$ cat config.mk
export PLATFORM = sky130hd
export DESIGN_NAME = lc3_ctrl_fsm
export DESIGN_NICKNAME = d
export VERILOG_FILES = /design/src/rtl/lc3_pkg.sv /design/src/rtl/lc3_ctrl_decode.sv /design/src/rtl/lc3_ctrl_fsm.sv
export SDC_FILE = /design/constraint.sdc
export NUM_CORES = 1
export LEC_CHECK = 0
export BUFFER_PORTS_ARGS = -buffer_cell sky130_fd_sc_hd__clkbuf_2
export CAP_MARGIN = 25
export CELL_PAD_IN_SITES_DETAIL_PLACEMENT = 0
export CELL_PAD_IN_SITES_GLOBAL_PLACEMENT = 1
export CORE_UTILIZATION = 29
export DETAILED_ROUTE_END_ITERATION = 7
export HOLD_SLACK_MARGIN = 0.12
export PLACE_DENSITY_LB_ADDON = 0.1
export SYNTH_ARGS = -nofsm -noshare
export SYNTH_HDL_FRONTEND = slang
export SYNTH_SLANG_ARGS = --single-unit
$ cat constraint.sdc
create_clock -name Clk -period 1.7 [get_ports Clk]
set_input_delay 0.17 -clock Clk [delete_from_list [all_inputs] [get_ports Clk]]
set_output_delay 0.17 -clock Clk [all_outputs]
set_load 0.01 [all_outputs]
$ cat src/rtl/lc3_pkg.sv
// lc3_pkg: shared types and encodings for the LC-3 control FSM.
// State enum, opcode constants, mux/ALU select encodings and the
// control-word struct passed from the decoder to the FSM top.
package lc3_pkg;

    typedef enum logic [4:0] {
        S_HALT   = 5'd0,
        S_FETCH1 = 5'd1,
        S_FETCH2 = 5'd2,
        S_FETCH3 = 5'd3,
        S_DECODE = 5'd4,
        S_ADD    = 5'd5,
        S_AND    = 5'd6,
        S_NOT    = 5'd7,
        S_BR0    = 5'd8,
        S_BR1    = 5'd9,
        S_JMP    = 5'd10,
        S_LDR1   = 5'd11,
        S_LDR2   = 5'd12,
        S_LDR3   = 5'd13,
        S_STR1   = 5'd14,
        S_STR2   = 5'd15,
        S_STR3   = 5'd16,
        S_PAUSE  = 5'd17
    } state_t;

    localparam logic [3:0] OP_BR    = 4'b0000;
    localparam logic [3:0] OP_ADD   = 4'b0001;
    localparam logic [3:0] OP_AND   = 4'b0101;
    localparam logic [3:0] OP_LDR   = 4'b0110;
    localparam logic [3:0] OP_STR   = 4'b0111;
    localparam logic [3:0] OP_NOT   = 4'b1001;
    localparam logic [3:0] OP_JMP   = 4'b1100;
    localparam logic [3:0] OP_PAUSE = 4'b1101;

    localparam logic [1:0] PCMUX_PC1   = 2'b00;
    localparam logic [1:0] PCMUX_BUS   = 2'b01;
    localparam logic [1:0] PCMUX_ADDER = 2'b10;

    localparam logic       ADDR1_PC  = 1'b0;
    localparam logic       ADDR1_SR1 = 1'b1;

    localparam logic [1:0] ADDR2_ZERO  = 2'b00;
    localparam logic [1:0] ADDR2_OFF6  = 2'b01;
    localparam logic [1:0] ADDR2_OFF9  = 2'b10;
    localparam logic [1:0] ADDR2_OFF11 = 2'b11;

    localparam logic [1:0] ALUK_ADD   = 2'b00;
    localparam logic [1:0] ALUK_AND   = 2'b01;
    localparam logic [1:0] ALUK_NOT   = 2'b10;
    localparam logic [1:0] ALUK_PASSA = 2'b11;

    typedef struct packed {
        logic       ld_mar;
        logic       ld_mdr;
        logic       ld_ir;
        logic       ld_ben;
        logic       ld_cc;
        logic       ld_reg;
        logic       ld_pc;
        logic       gate_pc;
        logic       gate_mdr;
        logic       gate_alu;
        logic       gate_marmux;
        logic [1:0] pcmux;
        logic       addr1mux;
        logic [1:0] addr2mux;
        logic [1:0] aluk;
        logic       mem_oe;
        logic       mem_we;
    } ctrl_t;

endpackage

$ cat src/rtl/lc3_ctrl_decode.sv
// lc3_ctrl_decode: combinational Moore decode of FSM state into the
// control word. wait_last marks the final cycle of a memory access so
// the read data is latched into MDR only once it is valid.
module lc3_ctrl_decode
    import lc3_pkg::*;
(
    input  state_t state,
    input  logic   wait_last,
    output ctrl_t  ctrl
);

    // Every field defaults to 0; each state raises only its own strobes.
    always_comb begin
        ctrl = '0;
        unique case (state)
            S_FETCH1: begin
                ctrl.gate_pc = 1'b1;
                ctrl.ld_mar  = 1'b1;
                ctrl.ld_pc   = 1'b1;
                ctrl.pcmux   = PCMUX_PC1;
            end
            S_FETCH2, S_LDR2: begin
                ctrl.mem_oe = 1'b1;
                ctrl.ld_mdr = wait_last;
            end
            S_FETCH3: begin
                ctrl.gate_mdr = 1'b1;
                ctrl.ld_ir    = 1'b1;
            end
            S_DECODE: ctrl.ld_ben = 1'b1;
            S_ADD, S_AND, S_NOT: begin
                ctrl.gate_alu = 1'b1;
                ctrl.ld_reg   = 1'b1;
                ctrl.ld_cc    = 1'b1;
                ctrl.aluk     = (state == S_ADD) ? ALUK_ADD :
                                (state == S_AND) ? ALUK_AND : ALUK_NOT;
            end
            S_BR1: begin
                ctrl.addr1mux = ADDR1_PC;
                ctrl.addr2mux = ADDR2_OFF9;
                ctrl.pcmux    = PCMUX_ADDER;
                ctrl.ld_pc    = 1'b1;
            end
            S_JMP: begin
                ctrl.addr1mux = ADDR1_SR1;
                ctrl.addr2mux = ADDR2_ZERO;
                ctrl.pcmux    = PCMUX_ADDER;
                ctrl.ld_pc    = 1'b1;
            end
            S_LDR1, S_STR1: begin
                ctrl.addr1mux    = ADDR1_SR1;
                ctrl.addr2mux    = ADDR2_OFF6;
                ctrl.gate_marmux = 1'b1;
                ctrl.ld_mar      = 1'b1;
            end
            S_LDR3: begin
                ctrl.gate_mdr = 1'b1;
                ctrl.ld_reg   = 1'b1;
                ctrl.ld_cc    = 1'b1;
            end
            S_STR2: begin
                ctrl.aluk     = ALUK_PASSA;
                ctrl.gate_alu = 1'b1;
                ctrl.ld_mdr   = 1'b1;
            end
            S_STR3: ctrl.mem_we = 1'b1;
            default: ;
        endcase
    end

endmodule

$ cat src/rtl/lc3_ctrl_fsm.sv
// lc3_ctrl_fsm: LC-3 subset control sequencer (fetch/decode/execute).
// Optional build macro LC3_PAUSE_EN adds a PAUSE state entered on
// opcode 1101 and left on Continue; without it 1101 is unsupported.
//
// state  | meaning
// HALT   | idle, waits for Run
// FETCH1 | MAR <- PC, PC <- PC+1
// FETCH2 | instruction read, held MEM_WAIT cycles
// FETCH3 | IR <- MDR
// DECODE | BEN latched, dispatch on IR[15:12]
// ADD    | ALU add, write back, set CC
// AND    | ALU and, write back, set CC
// NOT    | ALU not, write back, set CC
// BR0    | test BEN
// BR1    | PC <- PC + off9
// JMP    | PC <- SR1
// LDR1   | MAR <- SR1 + off6
// LDR2   | data read, held MEM_WAIT cycles
// LDR3   | DR <- MDR, set CC
// STR1   | MAR <- SR1 + off6
// STR2   | MDR <- SR (ALU pass A)
// STR3   | data write, held MEM_WAIT cycles
// PAUSE  | stalled until Continue (LC3_PAUSE_EN only)
module lc3_ctrl_fsm
    import lc3_pkg::*;
#(
    parameter int MEM_WAIT = 3      // memory state hold cycles, 1..15
) (
    input  logic        Clk,
    input  logic        Reset_n,
    input  logic        Run,
    input  logic        Continue,
    input  logic [15:0] IR,
    input  logic        BEN,
    output logic        LD_MAR,
    output logic        LD_MDR,
    output logic        LD_IR,
    output logic        LD_BEN,
    output logic        LD_CC,
    output logic        LD_REG,
    output logic        LD_PC,
    output logic        GatePC,
    output logic        GateMDR,
    output logic        GateALU,
    output logic        GateMARMUX,
    output logic [1:0]  PCMUX,
    output logic        ADDR1MUX,
    output logic [1:0]  ADDR2MUX,
    output logic [1:0]  ALUK,
    output logic        Mem_OE,
    output logic        Mem_WE,
    output logic [4:0]  state_dbg
);

    localparam logic [3:0] WAIT_LAST = 4'(MEM_WAIT - 1);

    state_t     state;
    logic [3:0] wait_cnt;
    logic       wait_last;
    ctrl_t      ctrl;
    logic       unused_inputs;

    assign wait_last = (wait_cnt == WAIT_LAST);

    function automatic state_t dispatch(input logic [3:0] op);
        state_t nxt;
        nxt = S_FETCH1;
        unique case (op)
            OP_ADD:   nxt = S_ADD;
            OP_AND:   nxt = S_AND;
            OP_NOT:   nxt = S_NOT;
            OP_BR:    nxt = S_BR0;
            OP_JMP:   nxt = S_JMP;
            OP_LDR:   nxt = S_LDR1;
            OP_STR:   nxt = S_STR1;
`ifdef LC3_PAUSE_EN
            OP_PAUSE: nxt = S_PAUSE;
`endif
            default:  nxt = S_FETCH1;
        endcase
        return nxt;
    endfunction

    // State register and wait counter; the counter idles at zero so it is
    // already clear on entry to any memory state, and counts only while held.
    always_ff @(posedge Clk) begin
        if (!Reset_n) begin
            state    <= S_HALT;
            wait_cnt <= '0;
        end else begin
            wait_cnt <= '0;
            unique case (state)
                S_HALT:   if (Run) state <= S_FETCH1;
                S_FETCH1: state <= S_FETCH2;
                S_FETCH2: begin
                    if (wait_last) state <= S_FETCH3;
                    else           wait_cnt <= wait_cnt + 4'd1;
                end
                S_FETCH3: state <= S_DECODE;
                S_DECODE: state <= dispatch(IR[15:12]);
                S_ADD, S_AND, S_NOT, S_BR1, S_JMP, S_LDR3:
                          state <= S_FETCH1;
                S_BR0:    state <= BEN ? S_BR1 : S_FETCH1;
                S_LDR1:   state <= S_LDR2;
                S_LDR2: begin
                    if (wait_last) state <= S_LDR3;
                    else           wait_cnt <= wait_cnt + 4'd1;
                end
                S_STR1:   state <= S_STR2;
                S_STR2:   state <= S_STR3;
                S_STR3: begin
                    if (wait_last) state <= S_FETCH1;
                    else           wait_cnt <= wait_cnt + 4'd1;
                end
`ifdef LC3_PAUSE_EN
                S_PAUSE:  if (Continue) state <= S_FETCH1;
`endif
                default:  state <= S_HALT;
            endcase
        end
    end

    lc3_ctrl_decode u_decode (
        .state     (state),
        .wait_last (wait_last),
        .ctrl      (ctrl)
    );

    assign LD_MAR     = ctrl.ld_mar;
    assign LD_MDR     = ctrl.ld_mdr;
    assign LD_IR      = ctrl.ld_ir;
    assign LD_BEN     = ctrl.ld_ben;
    assign LD_CC      = ctrl.ld_cc;
    assign LD_REG     = ctrl.ld_reg;
    assign LD_PC      = ctrl.ld_pc;
    assign GatePC     = ctrl.gate_pc;
    assign GateMDR    = ctrl.gate_mdr;
    assign GateALU    = ctrl.gate_alu;
    assign GateMARMUX = ctrl.gate_marmux;
    assign PCMUX      = ctrl.pcmux;
    assign ADDR1MUX   = ctrl.addr1mux;
    assign ADDR2MUX   = ctrl.addr2mux;
    assign ALUK       = ctrl.aluk;
    assign Mem_OE     = ctrl.mem_oe;
    assign Mem_WE     = ctrl.mem_we;
    assign state_dbg  = state;

    // Operand fields of IR belong to the datapath, not the sequencer.
`ifdef LC3_PAUSE_EN
    assign unused_inputs = ^IR[11:0];
`else
    assign unused_inputs = ^{IR[11:0], Continue};
`endif

endmodule

### After elaboration in Yosys (flattened, before gate mapping)

Cells that the tools add are included.

| word-level totals | value |
|---|---|
| input bits | 21 |
| output and inout bits | 25 |
| bits in registers | 9 |

| cells by class | value |
|---|---|
| equality and inequality tests | 27 |
| bitwise gates (word level) | 2 |
| reductions and logical operators | 15 |
| add/sub/neg operators | 1 |
| multiplexer cells | 24 |

Operators with widths:

| cell | number |
|---|---|
| one-hot mux 5 bit (12 select lines) | 1 |
| equality test 5 x 4 -> 1 bit (second input constant) | 8 |
| one-hot mux 4 bit (7 select lines) | 1 |
| equality test 5 x 3 -> 1 bit (second input constant) | 4 |
| 2-to-1 mux 5 bit | 4 |
| OR reduction 3 bit | 5 |
| equality test 4 x 3 -> 1 bit (second input constant) | 3 |
| equality test 5 x 2 -> 1 bit (second input constant) | 2 |
| 2-to-1 mux 1 bit | 10 |
| one-hot mux 3 bit (3 select lines) | 1 |
| equality test 4 bit (second input constant) | 2 |
| 2-to-1 mux 2 bit | 4 |
| OR reduction 2 bit | 4 |
| OR reduction 4 bit | 2 |
| != test 2 x 1 -> 1 bit (second input constant) | 3 |
| OR reduction 6 bit | 1 |
| equality test 5 x 1 -> 1 bit (second input constant) | 1 |
| equality test 5 bit (second input constant) | 1 |
| zero test 5 bit | 1 |
| adder 4 x 1 -> 4 bit (second input constant) | 1 |
| equality test 4 x 1 -> 1 bit (second input constant) | 1 |
| equality test 4 x 2 -> 1 bit (second input constant) | 1 |
| zero test 4 bit | 1 |
| 2-to-1 mux 4 bit | 1 |
| 5 further kinds | 6 |

### Depth between registers and ports, before layout

Gate-level depths: netlist (run 1).

| logic depth | value |
|---|---|
| depth in word-level cells | 4 |
| gate-level depth with buffers | 6 |
| gate-level depth less buffers | 5 |

### Cells and area by module

Synthesis (run 1) repeated with hierarchy kept, for this count alone.

| second synthesis, totals | value |
|---|---|
| cell total of the unflattened synthesis | 125 |
| area total of the unflattened synthesis | 957.2 µm² |

Modules (own cells, without submodules):

| module | cells an instance | area each (µm²) | instances |
|---|---|---|---|
| lc3_ctrl_fsm | 78 | 669.4 | 1 |
| lc3_ctrl_decode | 47 | 287.8 | 1 |

### Least setup slack after synthesis (run 1)

No wires, ideal clock.

| timing path | value |
|---|---|
| path type | register -> output |
| start | register state[3] (netlist: state_dbg[3]) |
| end | output Mem_OE |
| cell stages (with the launch flop) | 5 |
| arrival | 1.251 ns |
| setup slack | 0.279 ns |
| path buffers | 1 |
| path through | dfxtp_1 -> buf_6 -> or3b_4 -> a21oi_4 -> nor2b_1 |

| on the way | value |
|---|---|
| word-level cells in the longest chain between the ends | 3 |
| elaborated cells between the ends (all ways) | 4 |

Ends and longest elaborated chain:

| item | RTL line | text |
|---|---|---|
| start, declared | lc3_ctrl_fsm.sv:57 | `state_t state;` |
| start signal, assigned | lc3_ctrl_fsm.sv:100 | `S_DECODE: state <= dispatch(IR[15:12]);` |
| start signal, assigned | lc3_ctrl_fsm.sv:103 | `S_BR0: state <= BEN ? S_BR1 : S_FETCH1;` |
| equality test 5 x 2 -> 1 bit / equality test 5 x 4 -> 1 bit (equally long branches) | lc3_ctrl_decode.sv:15 | `unique case (state)` |
| OR reduction 2 bit * | lc3_ctrl_decode.sv:15 |  |
| 2-to-1 mux 1 bit * | lc3_ctrl_decode.sv:15 |  |
| end, declared | lc3_ctrl_fsm.sv:50 | `output logic Mem_OE,` |

Mark *: on every way between the ends. The rest lies on a longest branch, timed or not.

### Worst setup path in the final report (run 1)

| timing path | value |
|---|---|
| start | register state[2] (netlist: state_dbg[2]) |
| end | output LD_MDR |

| on the way | value |
|---|---|
| word-level cells in the longest chain between the ends | 3 |
| elaborated cells between the ends (all ways) | 5 |

Ends and longest elaborated chain:

| item | RTL line | text |
|---|---|---|
| equality test 5 x 2 -> 1 bit / equality test 5 x 4 -> 1 bit (equally long branches) | lc3_ctrl_decode.sv:15 |  |
| OR reduction 2 bit | lc3_ctrl_decode.sv:15 |  |
| one-hot mux 1 bit (2 select lines) * | lc3_ctrl_decode.sv:15 |  |
| end, declared | lc3_ctrl_fsm.sv:36 | `output logic LD_MDR,` |

Marks and branches as above.

==> results.cfg, run 1 <==
[outcome]
status = completed

[route]
drt_first_pass_iters = 4
drt_iter0_markers = 34
detail-route-antenna-nets = 0
drt_wl_total_um = 2160
vias = 915
wl_per_cell_um = 11.5
via_per_inst = 4.89
drc_errors = 0

[setup_path]
critPathLaunch = state_dbg[2]
cp.required_ps = 1530
start_kind = flop
crit_fanout = 4
critical-path-max-stage-delay_ps = 420
crit_arrival_ps = 1490
crit_path_end_kind = output pin
slowest_stage = or3b_4
reg2reg_from = state_dbg[3]
worst-setup-path-type = flop to output pin
crit_path_cell_trace = or3b_4 > nand2_2 > nand4b_1 > a21oi_1 > buf_2

[clock_network]
clock_path_buffers = 2
cts_hold_buf = 0
cts_buffers = 3
cts-root-buf = clkbuf_4
worstSkewPairLatency_ps = 270
cts_tree = built
htree_levels = 1
clk_pin_slew_ps = 70
cts.sinks = 9

[pwr]
vdd_drop_max_v = 0.000517
cellPowerDensity_nw_per_um2 = 664
power_mw = 0.753
leakage_nw = 0.524

[placement]
preCtsSetupSlack_ps = 200
detailed_place_hpwl_um = 1660
portBuffers = 31
gp_congestion = 0.813
dp_cells = 175

[layout]
area_growth_syn_to_layout_pct = 35.4
multi_input_area_um2 = 592
final_common_cell = clkbuf_2
final_cell_mix = clkbuf_2, nor2_1, buf_4, nand2b_1, a21oi_1
final_nets = 180
regArea_um2 = 190
diodes = 0
final_cells = 187
fillCellCount = 308
drive_gt1_share_pct = 42.3

[global_routing]
antenna_found_initial = 0
grt-busiest-layer = met2
first_global_vias = 792
grt_pass1_wl_um = 3480
use_met2_pct = 23.9
global_route.usage.met1_pct = 17.5
grt_max_degree = 16
gr-usage-met3_pct = 3.49
grtUsageTotal_pct = 14.2
grt_overflow = 0

[yosys]
synth_nets = 139
synth_area_um2 = 838
ys_seq_elements = 9
ys_seq_area_share_pct = 21.5
synth_cells = 116
synth-async-reset-ratio_pct = 0
synth.distinct_cells = 41
avgSynthCellArea_um2 = 7.23
synth_warnings = 0
synth-edff-count = 0
netlist.area_leader.share_pct = 21.5
synth_flop_cell = dfxtp_1
synth_area_leaders = dfxtp_1, nand2b_1, nor2_1
yosysTopAreaCell = dfxtp_1

[timing]
fmax_mhz = 602
finalSetupViolations = 0
rsz0062_at_grt = yes
finalClockSkew_ps = 6.36
fin_crit_ps = 1660
tns_ps = 0
finalHoldViolCount = 0
post-route-period-util_pct = 97.7
slew_viol_final = 0
holdWs_ps = 186
fin_ws_ps = 39.0

[floorplan]
io_pins = 46
die_y_um = 55.8
start_util_pct = 30.4
fp.dieW_um = 55.8
core_area_um2 = 2760
rows = 19
dieArea_um2 = 3110

[hold_path]
hp-start = Reset_n
hold_class = input pin to flop

[flow_run]
cap_viol_max_count = 0
==> state kept, by name, indices dropped and copies added (netlist names) <==
signal,flops
state_dbg,5
wait_cnt,4
==> critical path, delay by kind of cell (launching register included) <==
| family | cells | cell delay [ps] |
|---|---|---|
| simple gates | 3 | 600 |
| flops | 1 | 350 |
| compound gates | 1 | 140 |
| buf+inv | 1 | 140 |
==> path summary, 6_finish.rpt <==
path | cells past startpoint | to | slack [ps]
min | 2 | state_dbg[3] | 190
max | 5 | LD_MDR | 40
max reg2reg | 5 | state_dbg[0] | 240
min reg2reg | 1 | wait_cnt[0] | 490
==> per-layer routing <==
layer | share of wire [%] | vias to the layer above | routed length (µm)
met5 | 0 | - | 0
met4 | 0.79 | 0 | 17
met3 | 2.9 | 2 | 62
met2 | 50 | 18 | 1070
met1 | 47 | 421 | 1010
li1 | - | 474 | -
==> through the flow <==
step                      util, %  cell area, µm²
final                        41.2            1130
after global routing         41.2            1130
after CTS                    39.3            1080
after detailed placement     37.1            1020
after global placement       37.1            1020
after floorplan                 -             838
==> cell usage after synthesis (2+ instances only) <==
cell type,number
nor2_1,16
ha_1,2
dfxtp_1,9
mux2i_1,2
buf_4,2
nand3_1,4
nor3_1,4
buf_2,7
o21ai_0,3
xnor2_1,3
inv_1,4
a221oi_1,2
nand2_1,9
a21oi_1,9
nor2b_1,3
nand2b_1,10
xor2_1,2
or2_2,2
==> layout make-up <==
type | instances | area share [%]
Clock buffer | 3 | 1.98
Sequential cell | 9 | 16.8
Timing Repair Buffer | 46 | 23.9
Clock inverter | 1 | 0.441
Multi-Input combinational cell | 93 | 52.1
Inverter | 4 | 1.32
Tap cell | 31 | 3.42
==> report_power, final <==
| part | total, mW | switching, mW | internal [mW] |
|---|---|---|---|
| clock network | 0.169 | 0.0817 | 0.0870 |
| logic | 0.342 | 0.173 | 0.169 |
| registers | 0.243 | 0.0199 | 0.223 |
| total | 0.753 | 0.275 | 0.479 |
==> cells by family after synthesis <==
group           share of synthesized area, %
fa+ha+maj                               2.98
buf+inv                                 9.10
mux                                     3.73
xor+xnor                                5.22
compound gates                          21.2
other cells                            0.447
flops                                   21.5
simple gates                            35.8
==> what timing repair did <==
item,4_1_cts,5_1_grt
setup buffers,3,5
resized for setup,6,5
pin swaps,1,1
endpoints found under the setup margin,6,8
(Power assumes the default switching activity.)
==> inputs of run 2 (changes only) <==
--- a/config.mk
+++ b/config.mk
@@ -12,7 +12,7 @@
 export CORE_UTILIZATION = 29
 export DETAILED_ROUTE_END_ITERATION = 7
 export HOLD_SLACK_MARGIN = 0.12
-export PLACE_DENSITY_LB_ADDON = 0.1
+export PLACE_DENSITY = 0.88
 export SYNTH_ARGS = -nofsm -noshare
 export SYNTH_HDL_FRONTEND = slang
 export SYNTH_SLANG_ARGS = --single-unit
==> results.cfg, run 2 (synthesized netlist as in run 1, its figures left out) <==
[route]
drt_first_pass_iters = 4
drt_wl_total_um = 2060
detail-route-antenna-nets = 0
drc_errors = 0
drt_iter0_markers = 15
vias = 921
via_per_inst = 5.03
wl_per_cell_um = 11.2

[floorplan]
rows = 19
fp.dieW_um = 55.8
die_y_um = 55.8
dieArea_um2 = 3110
core_area_um2 = 2760
start_util_pct = 30.4
io_pins = 46

[timing]
holdWs_ps = 167
finalSetupViolations = 0
fin_ws_ps = 57.1
rsz0062_at_grt = yes
fin_crit_ps = 1640
tns_ps = 0
finalHoldViolCount = 0
post-route-period-util_pct = 96.6
finalClockSkew_ps = 6.91
fmax_mhz = 609
slew_viol_final = 0

[clock_network]
cts_hold_buf = 0
htree_levels = 1
clk_pin_slew_ps = 70
cts_buffers = 3
cts.sinks = 9
cts_tree = built
worstSkewPairLatency_ps = 270
clock_path_buffers = 2
cts-root-buf = clkbuf_4

[placement]
place_area_um2 = 1040
preCtsSetupSlack_ps = 241
detailed_place_hpwl_um = 1660
dp_cells = 177
gp_congestion = 0.808
portBuffers = 31

[global_routing]
grt-busiest-layer = met2
global_route.usage.met1_pct = 17.0
grtUsageTotal_pct = 13.5
use_met2_pct = 22.0
grt_pass1_wl_um = 3370
grt_overflow = 0
antenna_found_initial = 0
grt_max_degree = 11
first_global_vias = 803
gr-usage-met3_pct = 2.56

[hold_path]
hold_class = input pin to flop

[setup_path]
crit_path_end_kind = output pin
critical-path-max-stage-delay_ps = 400
crit_arrival_ps = 1470
worst-setup-path-type = flop to output pin
slowest_stage = or3b_4
start_kind = flop
crit_path_cell_trace = or3b_4 > nand2_2 > nand4b_1 > a21oi_1 > buf_2
crit_fanout = 7
cp.required_ps = 1530

[layout]
final_cell_mix = clkbuf_2, nor2_1, buf_4, nand2b_1, a21oi_1
final_nets = 176
final_core_util_pct = 40.2
drive_gt1_share_pct = 39.5
final_common_cell = clkbuf_2
final_cells = 183
diodes = 0
largest_reg_flops = 5
fin_area_um2 = 1110
area_growth_syn_to_layout_pct = 32.1

[pwr]
power_mw = 0.753
leakage_nw = 0.501
vdd_drop_max_v = 0.000465
cellPowerDensity_nw_per_um2 = 680

[outcome]
status = completed

[flow_run]
cap_viol_max_count = 0
==> run 2: power by group <==
group	leakage (nW)	total [mW]	internal, mW	switching [mW]
clock network	0.0150	0.175	0.0909	0.0839
registers	0.0746	0.244	0.224	0.0193
logic	0.411	0.334	0.162	0.172
==> run 2: area by class of cell <==
type,instances,area (µm²)
timing repair buffer,42,244
multi-input combinational,93,597
sequential,9,186
clock buffer,4,26.3
inverter,4,15.0
tap,31,38.8
fill,297,1650
==> run 2: routing by layer <==
layer	wire length [µm]	vias to the layer above
met3	105	5
met5	0	-
met1	940	425
met2	965	26
li1	-	465
met4	46	0
==> run 2: repair_timing <==
item	in CTS	in global routing
setup buffers	0	2
endpoints found under the setup margin	4	10
gates resized for setup	2	9
pin swaps	2	5
cloned	0	0
==> run 2: worst max-delay path: cells and delay by family (launching register included) <==
kind                   cells  cell delay (ps)
AND/OR/NAND/NOR            3              560
AO/OA/AOI/OAI              1              140
buffers and inverters      1              140
flip-flops                 1              370
==> run 2: worst paths after layout <==
check / from / to / slack [ps] / depth (start not counted)
worst max-delay path: state_dbg[2] / LD_MDR / 60 / 5
worst min-delay path: Reset_n / state_dbg[3] / 170 / 2
worst max register to register: state_dbg[2] / state_dbg[0] / 290 / 5
worst min register to register: wait_cnt[0] / wait_cnt[0] / 470 / 1
